**config.mk**
```make
export PLATFORM = sky130hd
export DESIGN_NAME = wide_add_seq_flat
export DESIGN_NICKNAME = d
export VERILOG_FILES = /design/src/rtl/wide_add_seq_if.sv /design/src/rtl/wide_add_seq.sv /design/src/flat_wrapper.sv
export SDC_FILE = /design/constraint.sdc
export NUM_CORES = 1
export LEC_CHECK = 0
export CORE_MARGIN = 3
export CORE_UTILIZATION = 50
export CTS_CLUSTER_DIAMETER = 120
export CTS_CLUSTER_SIZE = 28
export DETAILED_ROUTE_END_ITERATION = 10
export PLACE_DENSITY = 0.82
export SLEW_MARGIN = 30
export SYNTH_ARGS = -nofsm -noshare
export SYNTH_HDL_FRONTEND = slang
export SYNTH_SLANG_ARGS = --single-unit
export TNS_END_PERCENT = 20
```
**constraint.sdc**
```tcl
create_clock -name clk -period 5.3 [get_ports clk]
set_input_delay 0.795 -clock clk [delete_from_list [all_inputs] [get_ports clk]]
set_output_delay 0.795 -clock clk [all_outputs]
set_load 0.02 [all_outputs]
```
**src/rtl/wide_add_seq_if.sv**
```systemverilog
// Bundle of the request, result and word-adder signals of the multi-precision add sequencer.
// Widths follow WIDTH (adder word) and NWORDS (words per operand).
// slave = the sequencer itself; master = whatever drives requests and hosts the word adder.
interface wide_add_seq_if #(
    parameter int WIDTH  = 8,
    parameter int NWORDS = 4
);
    localparam int W = WIDTH * NWORDS;

    // request side
    logic             in_valid;
    logic             in_ready;
    logic [W-1:0]     in_a;
    logic [W-1:0]     in_b;
    logic             in_cin;

    // word adder side
    logic [WIDTH-1:0] add_x;
    logic [WIDTH-1:0] add_y;
    logic             add_cin;
    logic [WIDTH:0]   add_sm_r;

    // result side
    logic             out_valid;
    logic             out_ready;
    logic [W-1:0]     out_sum;
    logic             out_cout;
    logic             out_zero;

    modport slave (
        input  in_valid, in_a, in_b, in_cin, add_sm_r, out_ready,
        output in_ready, add_x, add_y, add_cin, out_valid, out_sum, out_cout, out_zero
    );

    modport master (
        output in_valid, in_a, in_b, in_cin, add_sm_r, out_ready,
        input  in_ready, add_x, add_y, add_cin, out_valid, out_sum, out_cout, out_zero
    );
endinterface

```
**src/rtl/wide_add_seq.sv**
```systemverilog
// Multi-precision adder: ripples a wide A+B+cin through one registered WIDTH-bit adder, LSW first.
// Latency: out_valid rises 2*NWORDS cycles after the accept edge (issue + wait per word).
// Backpressure: in_ready only in IDLE; result held in DONE until out_ready, outputs held until the next result.
module wide_add_seq #(
    parameter int WIDTH  = 8,
    parameter int NWORDS = 4
) (
    input  logic          clk,
    input  logic          rst,
    wide_add_seq_if.slave bus
);
    localparam int W     = WIDTH * NWORDS;
    localparam int IDX_W = (NWORDS > 1) ? $clog2(NWORDS) : 1;
    localparam logic [IDX_W-1:0] LAST_IDX = IDX_W'(NWORDS - 1);

    typedef enum logic [1:0] {IDLE, ISSUE, WAIT, DONE} state_t;

    state_t           state_q,    state_d;
    logic [IDX_W-1:0] idx_q,      idx_d;
    logic             carry_q,    carry_d;
    logic [W-1:0]     a_q,        a_d;
    logic [W-1:0]     b_q,        b_d;
    logic [W-1:0]     sum_q,      sum_d;
    logic [W-1:0]     out_sum_q,  out_sum_d;
    logic             out_cout_q, out_cout_d;
    logic             out_zero_q, out_zero_d;

    logic [WIDTH-1:0] add_x_c;
    logic [WIDTH-1:0] add_y_c;
    logic             add_cin_c;

    // Next-state, word steering and result capture.
    always_comb begin
        state_d    = state_q;
        idx_d      = idx_q;
        carry_d    = carry_q;
        a_d        = a_q;
        b_d        = b_q;
        sum_d      = sum_q;
        out_sum_d  = out_sum_q;
        out_cout_d = out_cout_q;
        out_zero_d = out_zero_q;
        add_x_c    = '0;
        add_y_c    = '0;
        add_cin_c  = 1'b0;

        case (state_q)
            IDLE: begin
                if (bus.in_valid) begin
                    a_d     = bus.in_a;
                    b_d     = bus.in_b;
                    carry_d = bus.in_cin;
                    idx_d   = '0;
                    sum_d   = '0;
                    state_d = ISSUE;
                end
            end
            ISSUE: begin
                add_x_c   = a_q[idx_q*WIDTH +: WIDTH];
                add_y_c   = b_q[idx_q*WIDTH +: WIDTH];
                add_cin_c = carry_q;
                state_d   = WAIT;
            end
            WAIT: begin
                // Adder output is registered: it now holds the word issued last cycle.
                sum_d[idx_q*WIDTH +: WIDTH] = bus.add_sm_r[WIDTH-1:0];
                carry_d                     = bus.add_sm_r[WIDTH];
                if (idx_q == LAST_IDX) begin
                    // Publish only a complete sum so the outputs never show partial words.
                    out_sum_d  = sum_d;
                    out_cout_d = bus.add_sm_r[WIDTH];
                    out_zero_d = (sum_d == '0) && !bus.add_sm_r[WIDTH];
                    state_d    = DONE;
                end else begin
                    idx_d   = idx_q + IDX_W'(1);
                    state_d = ISSUE;
                end
            end
            DONE: begin
                if (bus.out_ready) begin
                    state_d = IDLE;
                end
            end
            default: begin
                state_d = IDLE;
            end
        endcase
    end

    // State and datapath registers; reset discards any operation in flight.
    always_ff @(posedge clk or posedge rst) begin
        if (rst) begin
            state_q    <= IDLE;
            idx_q      <= '0;
            carry_q    <= 1'b0;
            a_q        <= '0;
            b_q        <= '0;
            sum_q      <= '0;
            out_sum_q  <= '0;
            out_cout_q <= 1'b0;
            out_zero_q <= 1'b0;
        end else begin
            state_q    <= state_d;
            idx_q      <= idx_d;
            carry_q    <= carry_d;
            a_q        <= a_d;
            b_q        <= b_d;
            sum_q      <= sum_d;
            out_sum_q  <= out_sum_d;
            out_cout_q <= out_cout_d;
            out_zero_q <= out_zero_d;
        end
    end

    assign bus.in_ready  = (state_q == IDLE);
    assign bus.out_valid = (state_q == DONE);
    assign bus.out_sum   = out_sum_q;
    assign bus.out_cout  = out_cout_q;
    assign bus.out_zero  = out_zero_q;
    assign bus.add_x     = add_x_c;
    assign bus.add_y     = add_y_c;
    assign bus.add_cin   = add_cin_c;
endmodule

```
**src/flat_wrapper.sv**
```systemverilog
// flat-port wrapper written by rule: the top's interface ports become plain ports
module wide_add_seq_flat 
#(
    parameter int WIDTH  = 8,
    parameter int NWORDS = 4
)
  (clk, rst, bus_in_valid, bus_in_a, bus_in_b, bus_in_cin, bus_add_sm_r, bus_out_ready, bus_in_ready, bus_add_x, bus_add_y, bus_add_cin, bus_out_valid, bus_out_sum, bus_out_cout, bus_out_zero);
  wide_add_seq_if #(.WIDTH(WIDTH), .NWORDS(NWORDS)) bus_i ();
  input  logic clk;
  input  logic rst;
  input wire logic [$bits(bus_i.in_valid)-1:0] bus_in_valid;
  input wire logic [$bits(bus_i.in_a)-1:0] bus_in_a;
  input wire logic [$bits(bus_i.in_b)-1:0] bus_in_b;
  input wire logic [$bits(bus_i.in_cin)-1:0] bus_in_cin;
  input wire logic [$bits(bus_i.add_sm_r)-1:0] bus_add_sm_r;
  input wire logic [$bits(bus_i.out_ready)-1:0] bus_out_ready;
  output wire logic [$bits(bus_i.in_ready)-1:0] bus_in_ready;
  output wire logic [$bits(bus_i.add_x)-1:0] bus_add_x;
  output wire logic [$bits(bus_i.add_y)-1:0] bus_add_y;
  output wire logic [$bits(bus_i.add_cin)-1:0] bus_add_cin;
  output wire logic [$bits(bus_i.out_valid)-1:0] bus_out_valid;
  output wire logic [$bits(bus_i.out_sum)-1:0] bus_out_sum;
  output wire logic [$bits(bus_i.out_cout)-1:0] bus_out_cout;
  output wire logic [$bits(bus_i.out_zero)-1:0] bus_out_zero;
  assign bus_i.in_valid = bus_in_valid;
  assign bus_i.in_a = bus_in_a;
  assign bus_i.in_b = bus_in_b;
  assign bus_i.in_cin = bus_in_cin;
  assign bus_i.add_sm_r = bus_add_sm_r;
  assign bus_i.out_ready = bus_out_ready;
  assign bus_in_ready = bus_i.in_ready;
  assign bus_add_x = bus_i.add_x;
  assign bus_add_y = bus_i.add_y;
  assign bus_add_cin = bus_i.add_cin;
  assign bus_out_valid = bus_i.out_valid;
  assign bus_out_sum = bus_i.out_sum;
  assign bus_out_cout = bus_i.out_cout;
  assign bus_out_zero = bus_i.out_zero;
  wide_add_seq #(.WIDTH(WIDTH), .NWORDS(NWORDS)) u_core (.clk(clk), .rst(rst), .bus(bus_i));
endmodule
```
==> results.md <==
- Number of remaining DRC errors: 0
- Skew final: 0.00448 ns
- Setup repair after global routing missed its margin: false
- Mapped Nets: approximately 550
- FF+latch area: between 3000 and 4000 um^2
- Via count: 4249
- Leakage component of the power: 3.23 nW
- Outcome: finished clean
- Max-slew violations: 0
- Antenna diode count: 0
- Via count of the first global-routing pass: about 4400
- Net count reported at finish: between 600 and 700
- GRT Resource Usage Total: 22.8%
- Gate count of the mapped netlist: ~460
- Async set or reset register ratio after synthesis: 100%
- Initial DRC count: approximately 320
- Start point of the worst min-delay path: u_core.bus.out_sum[23]
- Layout fillers: 784
- Data required time of the critical path: approximately 4.5 ns
- Detailed placement HPWL: roughly 9600 um
- Worst setup margin: 1.85 ns
- CTS sink count: roughly 130
- Clock transition time at the flip-flop clock pins of the worst setup and hold paths: roughly 0.050 ns
- Number of setup violations in the final report: 0
- Layout cell share with drive strength beyond 1: approximately a fifth
- Type of the worst min-delay path: flip-flop to flip-flop
- Total negative setup slack: 0 ns
- I/O pins: between 100 and 150
- Synth-to-Final Area Change: 32.9%
- Number of port buffers: 130
- Cell row count: 38
- Hold depth: 2
- Maximum VDD drop: 0.421 mV
- Post-CTS Setup Inserts: 0
- Total CTS buffers: 17
- Commonest non-fill, non-tap cells in the layout: sky130_fd_sc_hd__clkdlybuf4s50_1 (130), sky130_fd_sc_hd__dfrtp_1 (127), sky130_fd_sc_hd__mux2_2 (66)
- Post-Syn Area: between 5000 and 6000 um^2
- Design Power: roughly 4.9 mW
- Number of nets with antenna violations after routing: 0
- Initial core utilization: a little over half
- Slew of the pin with the lowest slew margin: approximately 0.83 ns
- Average cell area after synthesis: roughly 13 um^2
- Chip Width: approximately 110 um
- Dpl ws: around 2.1 ns
- Final core utilization: 69.6%
- Deepest clock path buffer count: 2
- Area post-placement: a little over 7000 um^2
- Reg-to-reg startpoint: u_core.idx_q[0]
- Critical Path AT: between 2 and 3 ns
- WS Path Type: flip-flop to primary output
- Count of warnings emitted by yosys: 0
- Leading cell type in the layout, fill and taps excluded: sky130_fd_sc_hd__clkdlybuf4s50_1
- Number of levels in the clock H-tree: 4
- Routed via count divided by cell count: about 5.8
- Global route total overflow: 0
- Number of detailed-route iterations in the first pass: 5
- Number of distinct library cell variants in the gate-level netlist after synthesis: 38
- Count of max-cap constraint violations: 0
- First-pass GRT wire length: around 23000 um
- Proportion of synthesized chip area in sequential cells: 55.2%
- Number of cells on the worst reg-to-reg path: 7
- Number of instances resized during post-cts repair: 0
- Minimum period implied by the final worst setup slack: ~3.5 ns
- Critical Path End Type: primary output
- Reg2Reg Setup Slack: 2.66 ns
- Synthesis-stage register bit count: ~130
- Detailed Route WL: between 10000 and 15000 um
- Remaining max-slew budget at the tightest pin: between 40% and 50%
- Number of enable-type register cells in the synthesized netlist: 0
- Final Hold Violating Endpoints: 0
- CTS tree: built
- Initial antenna violation count: 1
- CTS Root Buffer Type: sky130_fd_sc_hd__clkbuf_16
- Post-route design area: just under 8000 um^2
- Die area: about 13000 um^2
- Fraction of the cycle the final worst path needs: between 60% and 70%
- Power per cell area: about 630 nW/um^2
- Largest fanout on the critical path: 17
- Worst R2R End: u_core.bus.out_zero
- Max Clock Freq: just under 300 MHz
- Height of the die: 114 um
- Pin count of the biggest net entering global routing: between 90 and 100
- Launching element of the worst setup path: u_core.state_q[1]
- Detailed-route wire length per cell: 19.2 um
- CORE AREA: 11100 um^2
- Footprint of the multi-input gates: 2440 um^2
- Count of hold-fix buffers inserted at cts: 0
- Worst-skew pair later-pin latency: between 0.4 and 0.5 ns
- Most used flip-flop cell after synthesis: sky130_fd_sc_hd__dfrtp_1
- Endpoint, Worst Hold: u_core.bus.out_sum[23]
- Startpoint class of the critical path: flip-flop
- Final weighted congestion in routability-driven placement: around 0.83
-- synth_stat cells, types with 2 or more instances --
master                     count  area [um^2]
sky130_fd_sc_hd__a22o_1       32          280
sky130_fd_sc_hd__nand4_1       2         12.5
sky130_fd_sc_hd__a22oi_1       7         52.6
sky130_fd_sc_hd__nor2_1        9         33.8
sky130_fd_sc_hd__nand2_1      38          143
sky130_fd_sc_hd__a21oi_1      22          110
sky130_fd_sc_hd__a21o_1        4         30.0
sky130_fd_sc_hd__dfrtp_1     128         3200
sky130_fd_sc_hd__nand2b_1      4         25.0
sky130_fd_sc_hd__buf_2        10         50.1
sky130_fd_sc_hd__buf_4         2         15.0
sky130_fd_sc_hd__nor3_1        3         15.0
sky130_fd_sc_hd__buf_1         2         7.51
sky130_fd_sc_hd__nor4_1        4         25.0
sky130_fd_sc_hd__clkbuf_1     20         75.1
sky130_fd_sc_hd__mux4_2       16          360
sky130_fd_sc_hd__mux2_2       66          743
sky130_fd_sc_hd__ha_1          5         62.6
sky130_fd_sc_hd__nor2b_1      36          225
sky130_fd_sc_hd__o21ai_0      28          140
sky130_fd_sc_hd__o32ai_1       2         17.5
sky130_fd_sc_hd__o21bai_1      2         15.0
sky130_fd_sc_hd__inv_1         5         18.8
sky130_fd_sc_hd__and2_1        3         18.8
-- kinds of logic after synthesis --
kind of cell / count (synthesis) / synth area share [%]
flip-flops: 128 / 55.2
adder cells (fa/ha/maj): 5 / 1.08
AO/OA/AOI/OAI: 101 / 11.6
multiplexers: 83 / 19.2
AND/OR/NAND/NOR: 107 / 9.89
buffers and inverters: 40 / 3.06
-- worst max-delay path, cell delays in order (launching register included) --
cell and delay, ns:
sky130_fd_sc_hd__dfrtp_1 0.57, sky130_fd_sc_hd__nand2b_1 0.64, sky130_fd_sc_hd__nor2_1 0.37, sky130_fd_sc_hd__clkdlybuf4s50_1 0.66
-- final cells by class --
| class | instances | area share, % |
|---|---|---|
| sequential | 128 | 41.5 |
| multi-input combinational | 296 | 31.6 |
| timing repair buffer | 136 | 17.5 |
| clock buffer | 25 | 6.42 |
| tap | 140 | 2.27 |
| clock inverter | 6 | 0.422 |
| inverter | 5 | 0.308 |
-- routing by layer --
| layer | vias up | part of all wire, % | global-route usage (%) |
|---|---|---|---|
| met5 | - | 0.092 | 0 |
| met4 | 2 | 1.5 | 6.73 |
| met3 | 24 | 9.0 | 7.16 |
| met2 | 197 | 47 | 36.7 |
| met1 | 2106 | 42 | 30.0 |
| li1 | 1920 | - | - |
-- worst max path at each step --
| stage | to | slack, ns | cells after the start |
|---|---|---|---|
| 2_1_floorplan | u_core.a_q[0] | 1.09 | 1 |
| 3_3_place_gp | bus_add_x[4] | 2.20 | 4 |
| 3_5_place_dp | u_core.b_q[7] | 2.12 | 5 |
| 4_1_cts | bus_add_y[5] | 1.72 | 3 |
| 5_1_grt | bus_add_cin | 1.71 | 3 |
| 6_report | bus_add_cin | 1.85 | 3 |
-- flip-flops by register name (all words and copies together) (netlist names) --
| register | cells |
|---|---|
| u_core.sum_q | 25 |
| u_core.bus.out_cout | 1 |
| u_core.carry_q | 1 |
| u_core.bus.out_sum | 32 |
| u_core.b_q | 32 |
| u_core.idx_q | 2 |
| u_core.state_q | 2 |
| u_core.a_q | 32 |
| u_core.bus.out_zero | 1 |
-- power breakdown --
group	switching (mW)	leakage [nW]	internal (mW)	total, mW
sequential	0.308	1.61	1.40	1.71
combinational	0.977	1.36	1.14	2.12
clock	0.398	0.263	0.640	1.04
total	1.68	3.23	3.18	4.87
-- metrics by stage --
step | hold slack, ns | std cells
after floorplan | 0.449 | 464
after global placement | 0.460 | 705
after detailed placement | 0.469 | 705
after CTS | 0.480 | 736
after global routing | 0.512 | 736
final | 0.478 | 736
(Power assumes the default switching activity.)
